File: src/rtl/coin_payer_if.sv
// coin_payer_if: request/response bundle between a payment requester and the
// coin_payer agent. The slave side is the agent; the master side is whoever
// asks for a payment and plays the vending machine's sell/change response.
interface coin_payer_if;
    // request
    logic       start;
    logic [3:0] n05;
    logic [3:0] n10;
    // machine response
    logic       sell;
    logic [1:0] change;
    // agent outputs
    logic [1:0] coin;
    logic       busy;
    logic       done;
    logic       err;
    logic       got_change;
    logic [3:0] spent05;
    logic [3:0] spent10;

    modport master (
        output start, n05, n10, sell, change,
        input  coin, busy, done, err, got_change, spent05, spent10
    );

    modport slave (
        input  start, n05, n10, sell, change,
        output coin, busy, done, err, got_change, spent05, spent10
    );
endinterface

File: src/rtl/coin_payer.sv
// coin_payer: customer-side payment agent for the 2-bit coin interface.
// Latches a wallet on start, checks it covers PRICE, feeds coins one per
// cycle (5 jiao first, then 1 yuan, overpaying by 5 jiao if unavoidable),
// then waits up to TIMEOUT cycles for the machine's sell response.
// Optional build macro COIN_GAP_EN: leaves one idle cycle (coin=00) between
// consecutive coins via the PAY_GAP state.
module coin_payer #(
    parameter int PRICE   = 4,  // 0.5-yuan units, 1..15
    parameter int TIMEOUT = 3   // WAIT cycles without sell before err, 1..15
) (
    input  logic     clk,
    input  logic     rstn,
    coin_payer_if.slave bus
);
    localparam logic [4:0] PRICE_W = 5'(PRICE);
    localparam logic [4:0] TO_W    = 5'(TIMEOUT);

    typedef enum logic [2:0] {
        IDLE    = 3'd0,
        CHECK   = 3'd1,
        PAY     = 3'd2,
        PAY_GAP = 3'd3,
        WAIT    = 3'd4
    } state_t;

    state_t     state;
    logic [3:0] w05;
    logic [3:0] w10;
    logic [4:0] rem;
    logic [3:0] timer;

    logic [1:0] coin_q;
    logic       busy_q;
    logic       done_q;
    logic       err_q;
    logic       chg_q;
    logic [3:0] s05_q;
    logic [3:0] s10_q;

    // funds in 0.5-yuan units; 15 + 2*15 fits in 6 bits
    logic [5:0] funds;
    logic       short;
    assign funds = {2'b00, w05} + {1'b0, w10, 1'b0};
    assign short = funds < {1'b0, PRICE_W};

    logic [1:0] pick;
    logic [3:0] w05_nx;
    logic [3:0] w10_nx;
    logic [4:0] rem_nx;
    logic       emit;

    // Coin choice for this edge: 5 jiao first, then 1 yuan; a lone 5-jiao
    // remainder with no 5-jiao coins left is settled by overpaying with 1 yuan.
    always_comb begin
        pick   = 2'b00;
        w05_nx = w05;
        w10_nx = w10;
        rem_nx = rem;
        if (w05 != 4'd0) begin
            pick   = 2'b01;
            w05_nx = w05 - 4'd1;
            rem_nx = rem - 5'd1;
        end else if (rem >= 5'd2) begin
            pick   = 2'b10;
            w10_nx = w10 - 4'd1;
            rem_nx = rem - 5'd2;
        end else begin
            pick   = 2'b10;
            w10_nx = w10 - 4'd1;
            rem_nx = 5'd0;
        end
    end

    // Whether a coin goes onto the bus at the coming edge.
    always_comb begin
        emit = 1'b0;
        case (state)
            CHECK:   emit = !short;
`ifdef COIN_GAP_EN
            PAY:     emit = 1'b0;
            PAY_GAP: emit = 1'b1;
`else
            PAY:     emit = (rem != 5'd0);
            PAY_GAP: emit = 1'b0;
`endif
            default: emit = 1'b0;
        endcase
    end

    // Payment FSM with registered outputs; coin is nonzero only right after
    // an emitting edge, so async reset clears it immediately.
    always_ff @(posedge clk or negedge rstn) begin
        if (!rstn) begin
            state  <= IDLE;
            w05    <= 4'd0;
            w10    <= 4'd0;
            rem    <= 5'd0;
            timer  <= 4'd0;
            coin_q <= 2'b00;
            busy_q <= 1'b0;
            done_q <= 1'b0;
            err_q  <= 1'b0;
            chg_q  <= 1'b0;
            s05_q  <= 4'd0;
            s10_q  <= 4'd0;
        end else begin
            done_q <= 1'b0;
            err_q  <= 1'b0;
            coin_q <= emit ? pick : 2'b00;

            case (state)
                IDLE: begin
                    if (bus.start) begin
                        w05    <= bus.n05;
                        w10    <= bus.n10;
                        rem    <= PRICE_W;
                        s05_q  <= 4'd0;
                        s10_q  <= 4'd0;
                        chg_q  <= 1'b0;
                        busy_q <= 1'b1;
                        state  <= CHECK;
                    end
                end
                CHECK: begin
                    if (short) begin
                        err_q  <= 1'b1;
                        busy_q <= 1'b0;
                        state  <= IDLE;
                    end else begin
                        state  <= PAY;
                    end
                end
                PAY: begin
                    if (rem == 5'd0) begin
                        timer <= 4'd0;
                        state <= WAIT;
                    end else begin
`ifdef COIN_GAP_EN
                        state <= PAY_GAP;
`else
                        state <= PAY;
`endif
                    end
                end
                PAY_GAP: begin
                    state <= PAY;
                end
                WAIT: begin
                    if (bus.sell) begin
                        done_q <= 1'b1;
                        chg_q  <= (bus.change == 2'b01);
                        busy_q <= 1'b0;
                        state  <= IDLE;
                    end else if (({1'b0, timer} + 5'd1) == TO_W) begin
                        err_q  <= 1'b1;
                        busy_q <= 1'b0;
                        timer  <= 4'd0;
                        state  <= IDLE;
                    end else begin
                        timer  <= timer + 4'd1;
                    end
                end
                default: begin
                    busy_q <= 1'b0;
                    state  <= IDLE;
                end
            endcase

            if (emit) begin
                w05 <= w05_nx;
                w10 <= w10_nx;
                rem <= rem_nx;
                if (pick == 2'b01) s05_q <= s05_q + 4'd1;
                else               s10_q <= s10_q + 4'd1;
            end
        end
    end

    assign bus.coin       = coin_q;
    assign bus.busy       = busy_q;
    assign bus.done       = done_q;
    assign bus.err        = err_q;
    assign bus.got_change = chg_q;
    assign bus.spent05    = s05_q;
    assign bus.spent10    = s10_q;
endmodule

File: src/flat_wrapper.sv
// flat-port wrapper written by rule: the top's interface ports become plain ports
module coin_payer_flat 
#(
    parameter int PRICE   = 4,                          
    parameter int TIMEOUT = 3                                                
)
  (clk, rstn, bus_start, bus_n05, bus_n10, bus_sell, bus_change, bus_coin, bus_busy, bus_done, bus_err, bus_got_change, bus_spent05, bus_spent10);
  coin_payer_if bus_i ();
  input  logic clk;
  input  logic rstn;
  input wire logic [$bits(bus_i.start)-1:0] bus_start;
  input wire logic [$bits(bus_i.n05)-1:0] bus_n05;
  input wire logic [$bits(bus_i.n10)-1:0] bus_n10;
  input wire logic [$bits(bus_i.sell)-1:0] bus_sell;
  input wire logic [$bits(bus_i.change)-1:0] bus_change;
  output wire logic [$bits(bus_i.coin)-1:0] bus_coin;
  output wire logic [$bits(bus_i.busy)-1:0] bus_busy;
  output wire logic [$bits(bus_i.done)-1:0] bus_done;
  output wire logic [$bits(bus_i.err)-1:0] bus_err;
  output wire logic [$bits(bus_i.got_change)-1:0] bus_got_change;
  output wire logic [$bits(bus_i.spent05)-1:0] bus_spent05;
  output wire logic [$bits(bus_i.spent10)-1:0] bus_spent10;
  assign bus_i.start = bus_start;
  assign bus_i.n05 = bus_n05;
  assign bus_i.n10 = bus_n10;
  assign bus_i.sell = bus_sell;
  assign bus_i.change = bus_change;
  assign bus_coin = bus_i.coin;
  assign bus_busy = bus_i.busy;
  assign bus_done = bus_i.done;
  assign bus_err = bus_i.err;
  assign bus_got_change = bus_i.got_change;
  assign bus_spent05 = bus_i.spent05;
  assign bus_spent10 = bus_i.spent10;
  coin_payer #(.PRICE(PRICE), .TIMEOUT(TIMEOUT)) u_core (.clk(clk), .rstn(rstn), .bus(bus_i));
endmodule
File: config.mk
export PLATFORM = sky130hd
export DESIGN_NAME = coin_payer_flat
export DESIGN_NICKNAME = d
export VERILOG_FILES = /design/src/rtl/coin_payer_if.sv /design/src/rtl/coin_payer.sv /design/src/flat_wrapper.sv
export SDC_FILE = /design/constraint.sdc
export NUM_CORES = 1
export LEC_CHECK = 0
export CAP_MARGIN = 20
export CORE_ASPECT_RATIO = 0.75
export CORE_MARGIN = 4
export CORE_UTILIZATION = 40
export CTS_CLUSTER_DIAMETER = 200
export CTS_CLUSTER_SIZE = 25
export DETAILED_ROUTE_END_ITERATION = 8
export PLACE_DENSITY_LB_ADDON = 0.15
export SLEW_MARGIN = 15
export SYNTH_ARGS = -nofsm -noshare
export SYNTH_HDL_FRONTEND = slang
export SYNTH_SLANG_ARGS = --single-unit
File: constraint.sdc
create_clock -name clk -period 2.5 [get_ports clk]
set_clock_uncertainty 0.15 [all_clocks]
set_input_delay 0.625 -clock clk [delete_from_list [all_inputs] [get_ports clk]]
set_output_delay 0.625 -clock clk [all_outputs]
set_load 0.05 [all_outputs]
==> flow_metrics.tcl, run 1 <==
set metrics [dict create \
    nets 311 \
    die_w_um 93.1 \
    pin_count 28 \
    grt_pass1_vias 1890 \
    synth_seq_cells 34 \
    diodes 0 \
    maxCapViolCount 0 \
    comb_power_share_pct 61.9 \
    ys_async_sr_fraction_pct 100 \
    totalPowerFinal_mw 3.66 \
    area_delta_synth_final_pct 26.9 \
    cts_tree "yes" \
    grt_use_met3_pct 3.46 \
    cts_sinks 34 \
    finalSetupTns_ps 0 \
    synth_top_area_share_pct 39.2 \
    critPathMaxFanout 4 \
    cts_root_buffer "clkbuf_8" \
    drc 0 \
    crit_chain "inv_1, fa_1, nand2b_1, a211o_1, o211ai_1, nand2_1, a221oi_1" \
    synth_area_leaders "dfrtp_1, ha_1, nand2_1, o21ai_0, mux2i_1" \
    grt_pass1_wl_um 9410 \
    synth_edf_count 0 \
    grt_usage_pct 18.0 \
    cp-end-kind "flip-flop" \
    dp_hpwl_um 4230 \
    cts_hold_buf 0 \
    grt.overflow.total 0 \
    cts_buffers 5 \
    use_met1_pct 28.0 \
    synth_area_per_cell_um2 9.16 \
    grt_start_max_net_pins 35 \
    timing.fmax_ghz 0.413 \
    yosys_warnings 0 \
    final.min_clock_period_ps 2420 \
    ys.flop_type "dfrtp_1" \
    p_switching_mw 1.74 \
    reg2reg_slack_ps 80 \
    cts.reportedPaths.clkPinSlew_ps 80 \
    hold_path_class "primary input to async pin" \
    max_slew.worst_pin.slew_ps 799 \
    p_clk_share_pct 11.6 \
    min_period_over_period_pct 96.9 \
    syn_inst 237 \
    drt_iter0_drc 111 \
    final-max-slew-violation-count 0 \
    peakVddDrop_mv 0.488 \
    via_per_inst 5.49 \
    core_area_um2 5060 \
    synth_area_um2 2170 \
    drive_gt1_share_pct 14.4 \
    startpoint_type "flip-flop" \
    synth_nets 264 \
    port_buffers 27 \
    synth_common_cells "dfrtp_1, nand2_1, nor2_1, o21ai_0, inv_1" \
    crit_type "flip-flop to flip-flop" \
    met2_usage_pct 25.0 \
    grt_setup_unrepaired "yes" \
    cp.arrival_ps 2460 \
    status "completed" \
    worstPathRequired_ps 2540 \
    synth_cell_type_count 56 \
    p_leak_nw 1.22 \
    worstSkewPairLatency_ps 290 \
    rows 22 \
    cp_slowest_stage_delay_ps 510 \
    antenna_left 0 \
    ys_seq_area_share_pct 39.2 \
    top_usage_layer "met1" \
    swShare_pct 47.5 \
    setup_viol 0 \
    internal_power_mw 1.92 \
    vias 1959 \
    hold_viol 0 \
    path_buf_inv 1 \
    antenna_found_initial 0 \
    p_per_area_nw_per_um2 1330 \
    clockBufferDepth 2 \
    cpLargestDelayFamily "compound AO/OA/AOI/OAI gates" \
    drt-total-wl_um 5660 \
    die_h_um 71.8 \
    place_congestion 0.881 \
    slew_headroom_pct 46.8 \
    wl_per_cell_um 15.9 \
    firstDrtPassIters 4 \
    p_seq_share_pct 26.4 \
    slowest_stage "fa_1" \
    yosys.area.top_type "dfrtp_1" \
    yosysMostFrequentCell "dfrtp_1" \
    start_util_pct 42.9 \
    die-area_um2 6680 \
    ctsHtreeMaxLevel 2 \
]
[cell families (layout without fill, tap and decap cells)]
group | count (synthesis) | after routing | share of synthesized area (%)
simple gates | 84 | 84 | 20.7
compound gates | 73 | 73 | 23.2
flops | 34 | 34 | 39.2
buf+inv | 23 | 71 | 4.67
fa+ha+maj | 13 | 13 | 7.84
mux | 6 | 6 | 2.77
xor+xnor | 4 | 4 | 1.61
[through the flow]
stage                     area, um^2  hold slack (ps)  std cells  setup slack (ps)  util, %
final                           2760              272        357              78.6     54.4
after global routing            2760              336        357             -30.2     54.4
after CTS                       2710              291        354              27.6     53.5
after detailed placement        2620              326        346              84.3     51.7
after global placement          2620              324        346               124     51.7
after floorplan                 2170              179        237               108        -
[what timing repair did]
action	in CTS	in global routing
endpoints found under the setup margin	0	19
buffers inserted	0	3
gates resized for setup	0	5
[layout make-up]
cell class                 count  area (um^2)
sequential                    34          851
multi-input combinational    180         1240
clock inverter                 1         5.00
fill                         485         2310
inverter                      15         56.3
timing repair buffer          48          423
tap                           72         90.1
clock buffer                   7         86.3
[worst paths after layout]
check | endpoint | start | depth (start not counted)
max | u_core.w10[2] | u_core.w10[1] | 7
min | u_core.bus.spent05[1] | rstn | 1
max reg2reg | u_core.w10[2] | u_core.w10[1] | 7
min reg2reg | u_core.bus.spent10[3] | u_core.bus.spent10[3] | 1
max in group asynchronous | u_core.rem[3] | rstn | 1
min in group clk | u_core.bus.spent10[3] | u_core.bus.spent10[3] | 1
[sequential cells by signal, indices dropped and copies added (netlist names)]
signal                 cells
u_core.bus.busy            1
u_core.bus.coin            2
u_core.bus.done            1
u_core.bus.err             1
u_core.bus.got_change      1
u_core.bus.spent05         4
u_core.bus.spent10         4
u_core.rem                 5
u_core.state               3
u_core.timer               4
u_core.w05                 4
u_core.w10                 4
[layout by cell type (no fill, tap or decap), drive strengths merged, types with 3 or more instances in the layout]
cell,netlist,layout
nor2b,4,4
nand3b,3,3
a21oi,12,12
o21ai,21,21
nand2,27,27
a21o,4,4
o211ai,8,8
clkbuf,3,7
nand3,6,6
mux2i,6,6
nor3,10,10
clkdlybuf4s50,0,26
nor3b,3,3
buf,5,22
ha,12,12
inv,15,15
nand2b,5,5
nor2,16,16
dfrtp,34,34
xor2,3,3
a211oi,6,6
[power by group through the flow]
stage	combinational [mW]	clock (mW)	sequential, mW
2_1_floorplan	1.31	0	1.14
3_3_place_gp	2.13	0	0.966
3_5_place_dp	2.14	0	0.969
4_1_cts	2.15	0.437	0.965
5_1_grt	2.49	0.464	1.00
6_report	2.26	0.425	0.966
[layer usage]
layer  wire (um)  vias to the layer above  part of all wire [%]
li1            -                      967                     -
met3         181                        9                   3.2
met5           0                        -                     0
met2        2380                       34                    42
met4          65                        0                   1.1
met1        3040                      949                    54
(Power assumes the default switching activity.)
==> run 2, diff against run 1 <==
Settings changed: CORE_UTILIZATION 40 to 50.
==> run 2 against run 1 <==
  * Critical path depth did not move
  * Register-to-register slack got worse by 20 ps
  * Total power rose by 5.5%
  * First-iteration DRC count rose by 61%
  * Global-route usage rose by 4.5 points
  * Critical endpoint is now u_core.w05[1]
==> flow_metrics.tcl, run 2 (synthesis gave the netlist of run 1 again) <==
set metrics [dict create \
    status "completed" \
    reg2reg_depth 7 \
    drt_iter0_drc 179 \
    grt_setup_unrepaired "yes" \
    firstDrtPassIters 6 \
    most-common-layout-cells "dfrtp_1, clkdlybuf4s50_1, buf_4" \
    cts_tree "yes" \
    clockBufferDepth 2 \
    pin_count 28 \
    final_cells 345 \
    top_register "u_core.rem" \
    die_h_um 65.1 \
    p_per_area_nw_per_um2 1370 \
    wl_per_cell_um 16.7 \
    final-max-slew-violation-count 0 \
    largest_reg_flops 5 \
    antenna_found_initial 0 \
    ctsHtreeMaxLevel 2 \
    cts_root_buffer "clkbuf_8" \
    cts_sinks 34 \
    cp-end-kind "flip-flop" \
    peakVddDrop_mv 0.690 \
    endpoint "u_core.w05[1]" \
    final_common_cell "dfrtp_1" \
    drive_gt1_share_pct 18.3 \
    final.min_clock_period_ps 2440 \
    diodes 0 \
    hold_path_class "flip-flop to flip-flop" \
    max_slew.worst_pin.slew_ps 722 \
    critPathMaxFanout 4 \
    r2r-start "u_core.w10[0]" \
    slew_headroom_pct 51.4 \
    core_area_um2 4130 \
    pre_cts_slack_ps 60.8 \
    cp-startpoint "u_core.w10[0]" \
    final_core_util_pct 68.2 \
    antenna_left 0 \
    start_util_pct 52.6 \
    startpoint_type "flip-flop" \
    p_leak_nw 1.25 \
    grt_start_max_net_pins 35 \
    port_buffers 27 \
    cts_buffers 5 \
    grt_pass1_wl_um 9690 \
    rows 20 \
    worstSkewPairLatency_ps 290 \
    min_period_over_period_pct 97.5 \
    maxCapViolCount 0 \
    crit_type "flip-flop to flip-flop" \
    nets 316 \
    reg2reg_slack_ps 60 \
    drc 0 \
    grt.overflow.total 0 \
    die_w_um 84.1 \
    cts.reportedPaths.clkPinSlew_ps 70 \
    timing.fmax_ghz 0.410 \
    setup_viol 0 \
    hold_viol 0 \
    cts_hold_buf 0 \
    cp.arrival_ps 2470 \
    vias 2069 \
    drt-total-wl_um 5750 \
    totalPowerFinal_mw 3.86 \
    worstPathRequired_ps 2530 \
    timing.rr.end "u_core.w05[1]" \
    place_inst 331 \
    finalSetupTns_ps 0 \
    die-area_um2 5470 \
    grt_pass1_vias 1964 \
    area_delta_synth_final_pct 29.7 \
    via_per_inst 6.00 \
    place_congestion 0.862 \
    dp_hpwl_um 4060 \
    finalWorstSetupSlack_ps 62.6 \
    grt_usage_pct 22.5 \
]
## run 2: cell types whose count changed in the layout (fill, tap and decap cells not counted), sizes merged
cell,before,now
buf,22,26
clkbuf,7,6
clkdlybuf4s50,26,27
clkinvlp,0,1
## run 2: worst min path at each step
| stage | from | endpoint | cells past startpoint |
|---|---|---|---|
| 2_1_floorplan | rstn | u_core.bus.busy | 0 |
| 4_1_cts | u_core.bus.spent10[3] | u_core.bus.spent10[3] | 1 |
| 3_3_place_gp | u_core.bus.spent10[3] | u_core.bus.spent10[3] | 1 |
| 6_report | u_core.bus.spent10[3] | u_core.bus.spent10[3] | 1 |
| 5_1_grt | u_core.bus.spent10[2] | u_core.bus.spent10[2] | 1 |
| 3_5_place_dp | u_core.bus.spent10[3] | u_core.bus.spent10[3] | 1 |
## run 2: stage by stage
step | instance area [um^2] | hold slack [ps]
floorplan | 2170 | 179
finish | 2820 | 335
detailed placement | 2620 | 320
global route | 2820 | 373
global placement | 2620 | 319
CTS | 2720 | 336
## run 2: critical path, stage by stage (launching register included)
cell,delay (ps)
dfrtp_1,370
nand2_2,70
fa_1,540
nand2b_1,110
a211oi_4,350
nand2_1,130
a311o_1,350
o221a_1,260
## run 2: layout make-up
cell class | instances | area (um^2)
multi-input combinational | 180 | 1280
inverter | 15 | 56.3
timing repair buffer | 53 | 465
tap | 55 | 68.8
fill | 326 | 1310
sequential | 34 | 851
clock inverter | 2 | 12.5
clock buffer | 6 | 82.6
## run 2: power breakdown
part / internal [mW] / total [mW] / switching [mW]
Sequential: 0.748 / 0.977 / 0.229
Clock: 0.221 / 0.424 / 0.202
Combinational: 1.04 / 2.45 / 1.41
## run 2: metal layers
metal	GRT usage [%]	vias up	wire length [um]	part of all wire, %
met3	5.84	11	387	6.7
met4	4.82	0	70	1.2
met1	32.8	1007	2790	49
li1	-	974	-	-
met2	33.6	77	2500	43
met5	0	-	0	0
## run 2: what timing repair did
item                       CTS  global route
gates resized for setup      2            11
pin swaps                    0             6
setup endpoints to repair    2            15
buffers inserted             0             6
gates cloned                 0             0
==> run 3, diff against run 2 <==
Settings changed: HOLD_SLACK_MARGIN set to 0.12.
==> results of run 3 <==
The final DEF is identical to that of run 2; final timing and power are the same.
